`config.mk`:
```
export PLATFORM = sky130hd
export DESIGN_NAME = seq_det_param
export DESIGN_NICKNAME = d
export VERILOG_FILES = /design/src/rtl/seq_det_param.sv
export SDC_FILE = /design/constraint.sdc
export NUM_CORES = 1
export LEC_CHECK = 0
export ABC_AREA = 1
export CAP_MARGIN = 20
export CELL_PAD_IN_SITES_DETAIL_PLACEMENT = 1
export CELL_PAD_IN_SITES_GLOBAL_PLACEMENT = 2
export CORE_MARGIN = 1
export CORE_UTILIZATION = 26
export DETAILED_ROUTE_END_ITERATION = 8
export PLACE_DENSITY = 0.86
export SYNTH_ARGS = -nofsm -noshare
export SYNTH_HDL_FRONTEND = slang
export SYNTH_SLANG_ARGS = --single-unit
```
`constraint.sdc`:
```
create_clock -name clk -period 1.6 [get_ports clk]
set_input_delay 0.48 -clock clk [delete_from_list [all_inputs] [get_ports clk]]
set_output_delay 0.48 -clock clk [all_outputs]
set_load 0.02 [all_outputs]
```
`src/rtl/seq_det_param.sv`:
```
// seq_det_param: parametrised serial-pattern detector (shift register + comparator).
// Ports:
//   clk        rising-edge clock
//   reset      synchronous, active-high reset
//   din        serial data bit
//   din_valid  din is sampled only when high (low cycles are transparent bubbles)
//   pat_load   load pat_in into the pattern register (din ignored that cycle)
//   pat_in     new pattern, MSB is the first bit received
//   cnt_clr    synchronous clear of match_cnt, wins over a coincident match
//   z          combinational match, same cycle as the last pattern bit
//   z_q        z registered, one cycle later
//   match_cnt  saturating count of matches
module seq_det_param #(
    parameter int unsigned        PAT_LEN = 4,
    parameter logic [PAT_LEN-1:0] PATTERN = 4'b0101,
    parameter bit                 OVERLAP = 1'b1,
    parameter int unsigned        CNT_W   = 8
) (
    input  logic               clk,
    input  logic               reset,
    input  logic               din,
    input  logic               din_valid,
    input  logic               pat_load,
    input  logic [PAT_LEN-1:0] pat_in,
    input  logic               cnt_clr,
    output logic               z,
    output logic               z_q,
    output logic [CNT_W-1:0]   match_cnt
);

    localparam int unsigned        HIST_W    = PAT_LEN - 1;
    localparam int unsigned        FILL_W    = $clog2(PAT_LEN);
    localparam logic [FILL_W-1:0]  FILL_FULL = FILL_W'(PAT_LEN - 1);
    localparam logic [CNT_W-1:0]   CNT_MAX   = '1;

    logic [PAT_LEN-1:0] pat_reg;
    logic [HIST_W-1:0]  hist;
    logic [FILL_W-1:0]  fill;
    logic [FILL_W-1:0]  fill_nxt;
    logic [CNT_W-1:0]   cnt_nxt;
    logic [PAT_LEN-1:0] window_c;
    logic               sample_c;
    logic               match_c;

    // Candidate window: held history plus the bit arriving this cycle.
    assign window_c = {hist, din};
    assign sample_c = din_valid & ~pat_load & ~reset;
    assign match_c  = sample_c & (fill == FILL_FULL) & (window_c == pat_reg);
    assign z        = match_c;

    // Fill tracks how many history bits are trustworthy for the current pattern.
    always_comb begin
        fill_nxt = fill;
        if (pat_load) begin
            fill_nxt = '0;
        end else if (din_valid) begin
            if (match_c) begin
                fill_nxt = OVERLAP ? FILL_FULL : '0;
            end else if (fill != FILL_FULL) begin
                fill_nxt = fill + FILL_W'(1);
            end
        end
    end

    // Clear beats increment; increment saturates instead of wrapping.
    always_comb begin
        cnt_nxt = match_cnt;
        if (cnt_clr) begin
            cnt_nxt = '0;
        end else if (match_c && (match_cnt != CNT_MAX)) begin
            cnt_nxt = match_cnt + CNT_W'(1);
        end
    end

    // State registers.
    always_ff @(posedge clk) begin
        if (reset) begin
            pat_reg   <= PATTERN;
            hist      <= '0;
            fill      <= '0;
            z_q       <= 1'b0;
            match_cnt <= '0;
        end else begin
            if (pat_load) begin
                pat_reg <= pat_in;
            end else if (din_valid) begin
                hist <= window_c[HIST_W-1:0];
            end
            fill      <= fill_nxt;
            z_q       <= match_c;
            match_cnt <= cnt_nxt;
        end
    end

endmodule
```
==> flow_summary.toml, run 1 <==
[worst_setup_path]
r2r-start = "fill[0]"
r2r_setup_slack_ps = 90
slowest_delay_ps = 370
crit_required_ps = 1120
endpoint_kind = "primary output"
critPathArrivalTime_ps = 1340
slowest_stage = "dfxtp_4"
critPathLaunchType = "register"
rr_endpoint = "match_cnt[1]"
cpMostUsedCell = "inv_2"
ff2ff_path_depth = 9
crit_chain = "ha_4, inv_2, nor3_4, inv_2, nor2_8, buf_6"
crit_fanout = 2
critical_path_class = "register to primary output"

[power]
ir_drop_v = 0.000475
powerDensity_mw_per_mm2 = 600
p_leak_nw = 0.688

[drt]
drt_wl_total_um = 2540
dr.pass1.iters = 4
wire_per_inst_um = 11.4
vias = 973
drc = 0
postRouteAntennaNets = 0
drt-vias-per-instance = 4.38
first_iter_violations = 30

[clocking]
clk_pin_slew_ps = 100
clock_sinks = 18
cts-htree-levels = 1
insertion_delay_ps = 290
clock_path_buffers = 2
cts_made_buffers = 3
cts_root_buffer = "clkbuf_4"
cts_tree = "done"

[finish]
largest_reg_flops = 8
nNetsFinal = 190
area_growth_pct = 49.2
antennaDiodeCount = 0
drive_above_1_share_pct = 27.3

[synth]
ys_seq_elements = 18
synth-async-reset-ratio_pct = 0
synthTopCellsByArea = "dfxtp_1 39%, nand2_1 13%, inv_1 8.1%"
synth_edf_count = 0
synth_top_area_share_pct = 38.8
yosysUniqueCellTypes = 19
synth_area_sq_um = 928
ys.flop_type = "dfxtp_1"
synth_area_leader_cell = "dfxtp_1"
yosysWarnings = 0
syn_avg_cell_area_sq_um = 7.03
ys_seq_area_share_pct = 38.8
syn-instance-count = 132
synthesis.nets = 144

[worst_hold_path]
hold_path_depth = 2
hold_class = "register to register"
holdPathEnd = "pat_reg[0]"
min_from = "pat_reg[0]"

[floorplan]
fp.dieH_um = 61.8
core_area_sq_mm = 0.00339
rows = 21
die-area_sq_mm = 0.00381
ios = 20
start_util_pct = 27.4
die_w_um = 61.8

[run_status]
violations = "negative setup slack"
status = "complete, but fails checks"

[place]
place_ws_ps = -1010
place_hpwl_um = 2030
portBuffers = 19
gp_congestion = 0.748

[grt]
grt_start_max_net_pins = 10
grt_overflow = 0
antenna_found_initial = 0
grt_pass1_vias = 952
track_usage_pct = 14.8
grt_pass1_wl_um = 4040

[sta]
timing.fmax_mhz = 549
finalCritPeriodShare_pct = 114
finalHoldViolations = 0
finalWorstSetupSlack_ps = -220
tightest_slew_ps = 230
max_slew_margin_pct = 84.6
skew_ps = 0.997
rsz0062_at_grt = "yes"
holdWs_ps = 507
setup_viol = 1
slew_violations = 0
finalCriticalPeriod_ps = 1820

[run]
drv_cap = 0
==> cell usage after synthesis, types with 2 or more instances <==
master,n
nand2_1,31
inv_1,20
dfxtp_1,18
a21oi_1,14
nor2_1,13
nand3_1,9
o21ai_0,7
xor2_1,4
ha_1,2
inv_2,2
nand2_2,2
nand2_4,2
o21ai_1,2
==> final cells by class <==
| type | instances | area [sq um] |
|---|---|---|
| Inverter | 23 | 87.6 |
| Fill cell | 432 | 2000 |
| Clock buffer | 3 | 22.5 |
| Sequential cell | 18 | 373 |
| Multi-Input combinational cell | 91 | 498 |
| Tap cell | 46 | 57.6 |
| Timing Repair Buffer | 41 | 347 |
==> cell families (layout without fill, tap and decap cells) <==
group / count (synthesis) / after routing / share of synthesized area, %
compound gates: 23 / 23 / 12.4
buf+inv: 23 / 67 / 9.43
xor+xnor: 5 / 5 / 4.72
fa+ha+maj: 2 / 2 / 2.69
flops: 18 / 18 / 38.8
simple gates: 61 / 61 / 31.9
==> how the worst max path moves through the flow <==
stage | to | from | slack [ps]
2_1_floorplan | z | fill[0] | 70
3_3_place_gp | z | din | -970
3_5_place_dp | z | din | -1010
6_report | z | fill[0] | -220
4_1_cts | z | hist[2] | -220
5_1_grt | z | fill[0] | -320
==> per-layer routing <==
metal  global-route usage [%]  up-vias  routed length, um
met5                        0        -                  0
met4                     3.81        0                 19
met3                     4.35        4                108
met2                     28.7       22               1380
met1                     15.4      444               1030
li1                         -      503                  -
==> repair_timing <==
item	4_1_cts	5_1_grt
cloned	0	0
setup buffers	2	1
endpoints found under the setup margin	18	5
hold buffers	0	0
endpoints found under the hold margin	0	0
resized for setup	30	8
pin swaps	4	2
==> critical path: cells and delay by family, from the launching register on <==
family	cells	cell delay, ps
DFF	1	370
buffers and inverters	3	250
adders and majority gates	1	130
and+or+nand+nor	2	280
==> power breakdown <==
part | internal, W | switching, W | total [W] | leakage, nW
sequential | 0.000463 | 0.00000895 | 0.000472 | 0.150
combinational | 0.0000699 | 0.0000633 | 0.000133 | 0.524
clock | 0.0000878 | 0.000138 | 0.000226 | 0.0138
==> stage by stage <==
stage                     area [sq um]  std cells  total power, W  TNS [ps]  utilization (%)
after floorplan                    928        132        0.000531         0                -
after global placement            1320        216        0.000597     -4580             38.9
after detailed placement          1320        216        0.000603     -5270             38.9
after CTS                         1360        221        0.000843      -223             40.1
after global routing              1390        222        0.000889      -333             40.9
final                             1390        222        0.000831      -220             40.9
==> cell usage in the layout, fill, tap and decap left out <==
cell / Yosys / final
xnor2_1: 1 / 1
nand3b_1: 1 / 1
clkdlybuf4s15_1: 0 / 3
nand3_1: 9 / 9
buf_6: 0 / 1
inv_2: 2 / 3
clkdlybuf4s50_1: 0 / 5
ha_1: 2 / 1
o21ai_1: 2 / 2
clkbuf_4: 0 / 3
a21oi_1: 14 / 14
nor2_2: 0 / 2
nand2_2: 2 / 2
dlygate4sd2_1: 0 / 9
inv_1: 20 / 19
o21ai_0: 7 / 7
dfxtp_1: 18 / 10
nand2_4: 2 / 2
clkinv_2: 1 / 1
buf_4: 0 / 22
nor2_8: 1 / 1
nand2_1: 31 / 31
xor2_1: 4 / 4
nor2_1: 13 / 11
nor3_4: 1 / 1
dfxtp_2: 0 / 7
dfxtp_4: 0 / 1
ha_4: 0 / 1
nor3b_1: 1 / 1
clkdlybuf4s15_2: 0 / 1
Power figures use the tool's default switching activity.
==> inputs of run 2 (changes only) <==
--- a/config.mk
+++ b/config.mk
@@ -13,6 +13,7 @@
 export CORE_UTILIZATION = 26
 export DETAILED_ROUTE_END_ITERATION = 8
 export PLACE_DENSITY = 0.86
+export SKIP_LAST_GASP = 1
 export SYNTH_ARGS = -nofsm -noshare
 export SYNTH_HDL_FRONTEND = slang
 export SYNTH_SLANG_ARGS = --single-unit
==> run 2 against run 1 <==
  * The run still ends with negative setup slack left
  * Largest power group unchanged
  * Global-route usage shrank 0.087 points
  * Worst setup slack lost 13 ps
  * Non-clock buffer count is the same
  * Die area is the same
  * Critical path type is now primary input to primary output
  * Critical endpoint unchanged
  * Clock skew grew 0.65 ps
==> flow_summary.toml, run 2 (synthesis results as in run 1) <==
[drt]
first_iter_violations = 33
drt-vias-per-instance = 4.36
postRouteAntennaNets = 0
dr.pass1.iters = 4
vias = 967
drc = 0
wire_per_inst_um = 11.3
drt_wl_total_um = 2510

[floorplan]
core_area_sq_mm = 0.00339
rows = 21
die_w_um = 61.8
fp.dieH_um = 61.8
die-area_sq_mm = 0.00381
ios = 20
start_util_pct = 27.4

[run]
drv_cap = 0

[finish]
final_common_cell = "nand2_1"
antennaDiodeCount = 0
layout_common_cells = "31 x nand2_1, 22 x buf_4, 20 x inv_1"
largest_reg_flops = 8
layoutNonFillerInstCount = 222
area_growth_pct = 47.2
nNetsFinal = 190
fill_cells = 438
drive_above_1_share_pct = 25.0

[run_status]
violations = "negative setup slack"
status = "complete, but fails checks"

[grt]
grt_pass1_vias = 946
antenna_found_initial = 0
grt_pass1_wl_um = 4010
grt_start_max_net_pins = 10
grt_overflow = 0
track_usage_pct = 14.7

[worst_hold_path]
min_from = "match_cnt[3]"
hold_class = "register to register"
hold_path_depth = 2
holdPathEnd = "match_cnt[3]"

[clocking]
cts_tree = "done"
clock_sinks = 18
clk_pin_slew_ps = 100
insertion_delay_ps = 300
cts-htree-levels = 1
cts_made_buffers = 3
cts_root_buffer = "clkbuf_4"
clock_path_buffers = 2

[worst_setup_path]
ff2ff_path_depth = 10
critPathLaunchType = "primary input"
cp.buffers_inverters = 3
r2r_setup_slack_ps = 110
slowest_delay_ps = 290
r2r-start = "hist[0]"
critPathArrivalTime_ps = 1350
path_delay_family = "buffers and inverters"
rr_endpoint = "match_cnt[1]"
crit_required_ps = 1120
slowest_stage = "dlygate4sd2_1"
crit_chain = "dlygate4sd2_1, nand2_4, nor3_4, inv_2, nor2_8, buf_6"
endpoint_kind = "primary output"
crit_fanout = 4
critical_path_class = "primary input to primary output"

[sta]
skew_ps = 1.64
setup_viol = 1
timing.fmax_mhz = 545
finalWorstSetupSlack_ps = -233
slew_violations = 0
tns_ps = -233
finalCritPeriodShare_pct = 115
rsz0062_at_grt = "yes"
max_slew_margin_pct = 84.6
finalCriticalPeriod_ps = 1830
finalHoldViolations = 0
tightest_slew_ps = 231
holdWs_ps = 507

[power]
ir_drop_v = 0.000476
p_total_w = 0.000830
p_leak_nw = 0.690
powerDensity_mw_per_mm2 = 608

[place]
place_hpwl_um = 2030
place_ws_ps = -1010
portBuffers = 19
gp_congestion = 0.748
dp_cells = 216
[run 2: cell types whose count changed in the layout (fill, tap and decap cells not counted)]
cell,delta
dfxtp_4,-1
inv_2,-1
dlygate4sd2_1,+1
inv_1,+1
dfxtp_1,+1
ha_1,+1
ha_4,-1
clkdlybuf4s15_2,-1
[run 2: layer usage]
| layer | track usage (%) | routed length (um) | vias up |
|---|---|---|---|
| li1 | - | - | 504 |
| met1 | 15.2 | 1000 | 437 |
| met2 | 28.7 | 1370 | 22 |
| met3 | 4.35 | 115 | 4 |
| met4 | 3.81 | 21 | 0 |
| met5 | 0 | 0 | - |
[run 2: repair_timing]
| action | CTS | global route |
|---|---|---|
| hold buffers | 0 | 0 |
| resized for setup | 24 | 7 |
| setup endpoints to repair | 18 | 5 |
| buffers inserted | 2 | 1 |
| pin swaps | 3 | 1 |
| cloned | 0 | 0 |
[run 2: worst max-delay path by stage]
| stage | end | slack (ps) | cells after the start | startpoint |
|---|---|---|---|---|
| 3_3_place_gp | z | -970 | 8 | din |
| 3_5_place_dp | z | -1010 | 8 | din |
| 4_1_cts | z | -240 | 6 | din_valid |
| 6_report | z | -230 | 6 | din_valid |
| 2_1_floorplan | z | 70 | 5 | fill[0] |
| 5_1_grt | z | -320 | 6 | fill[0] |
[run 2: power by group]
part           total, W  switching [W]  internal, W
Sequential     0.000471     0.00000776     0.000463
Clock          0.000227       0.000139    0.0000878
Combinational  0.000132      0.0000630    0.0000687
Total          0.000830       0.000210     0.000620
[run 2: layout make-up]
type,instances,area [sq um],area share (%)
tap,46,57.6,4.21
sequential,18,369,27.0
timing repair buffer,41,344,25.2
multi-input combinational,91,485,35.5
inverter,23,87.6,6.41
clock buffer,3,22.5,1.65
[run 2: metrics by stage]
step                      utilization [%]  cell area (sq um)
after detailed placement             38.9               1320
final                                40.3               1370
after CTS                            39.8               1350
after global placement               38.9               1320
after global routing                 40.3               1370
after floorplan                         -                928
[run 2: worst register-to-register path, stage by stage (launching register included)]
cell and delay, ps:
dfxtp_2 350, inv_1 50, nand2_1 50, nand2_1 70, nor2_2 140, nand2_2 110
nor2_8 130, buf_4 160, nand2_4 100, o21ai_1 150, nor2_1 60
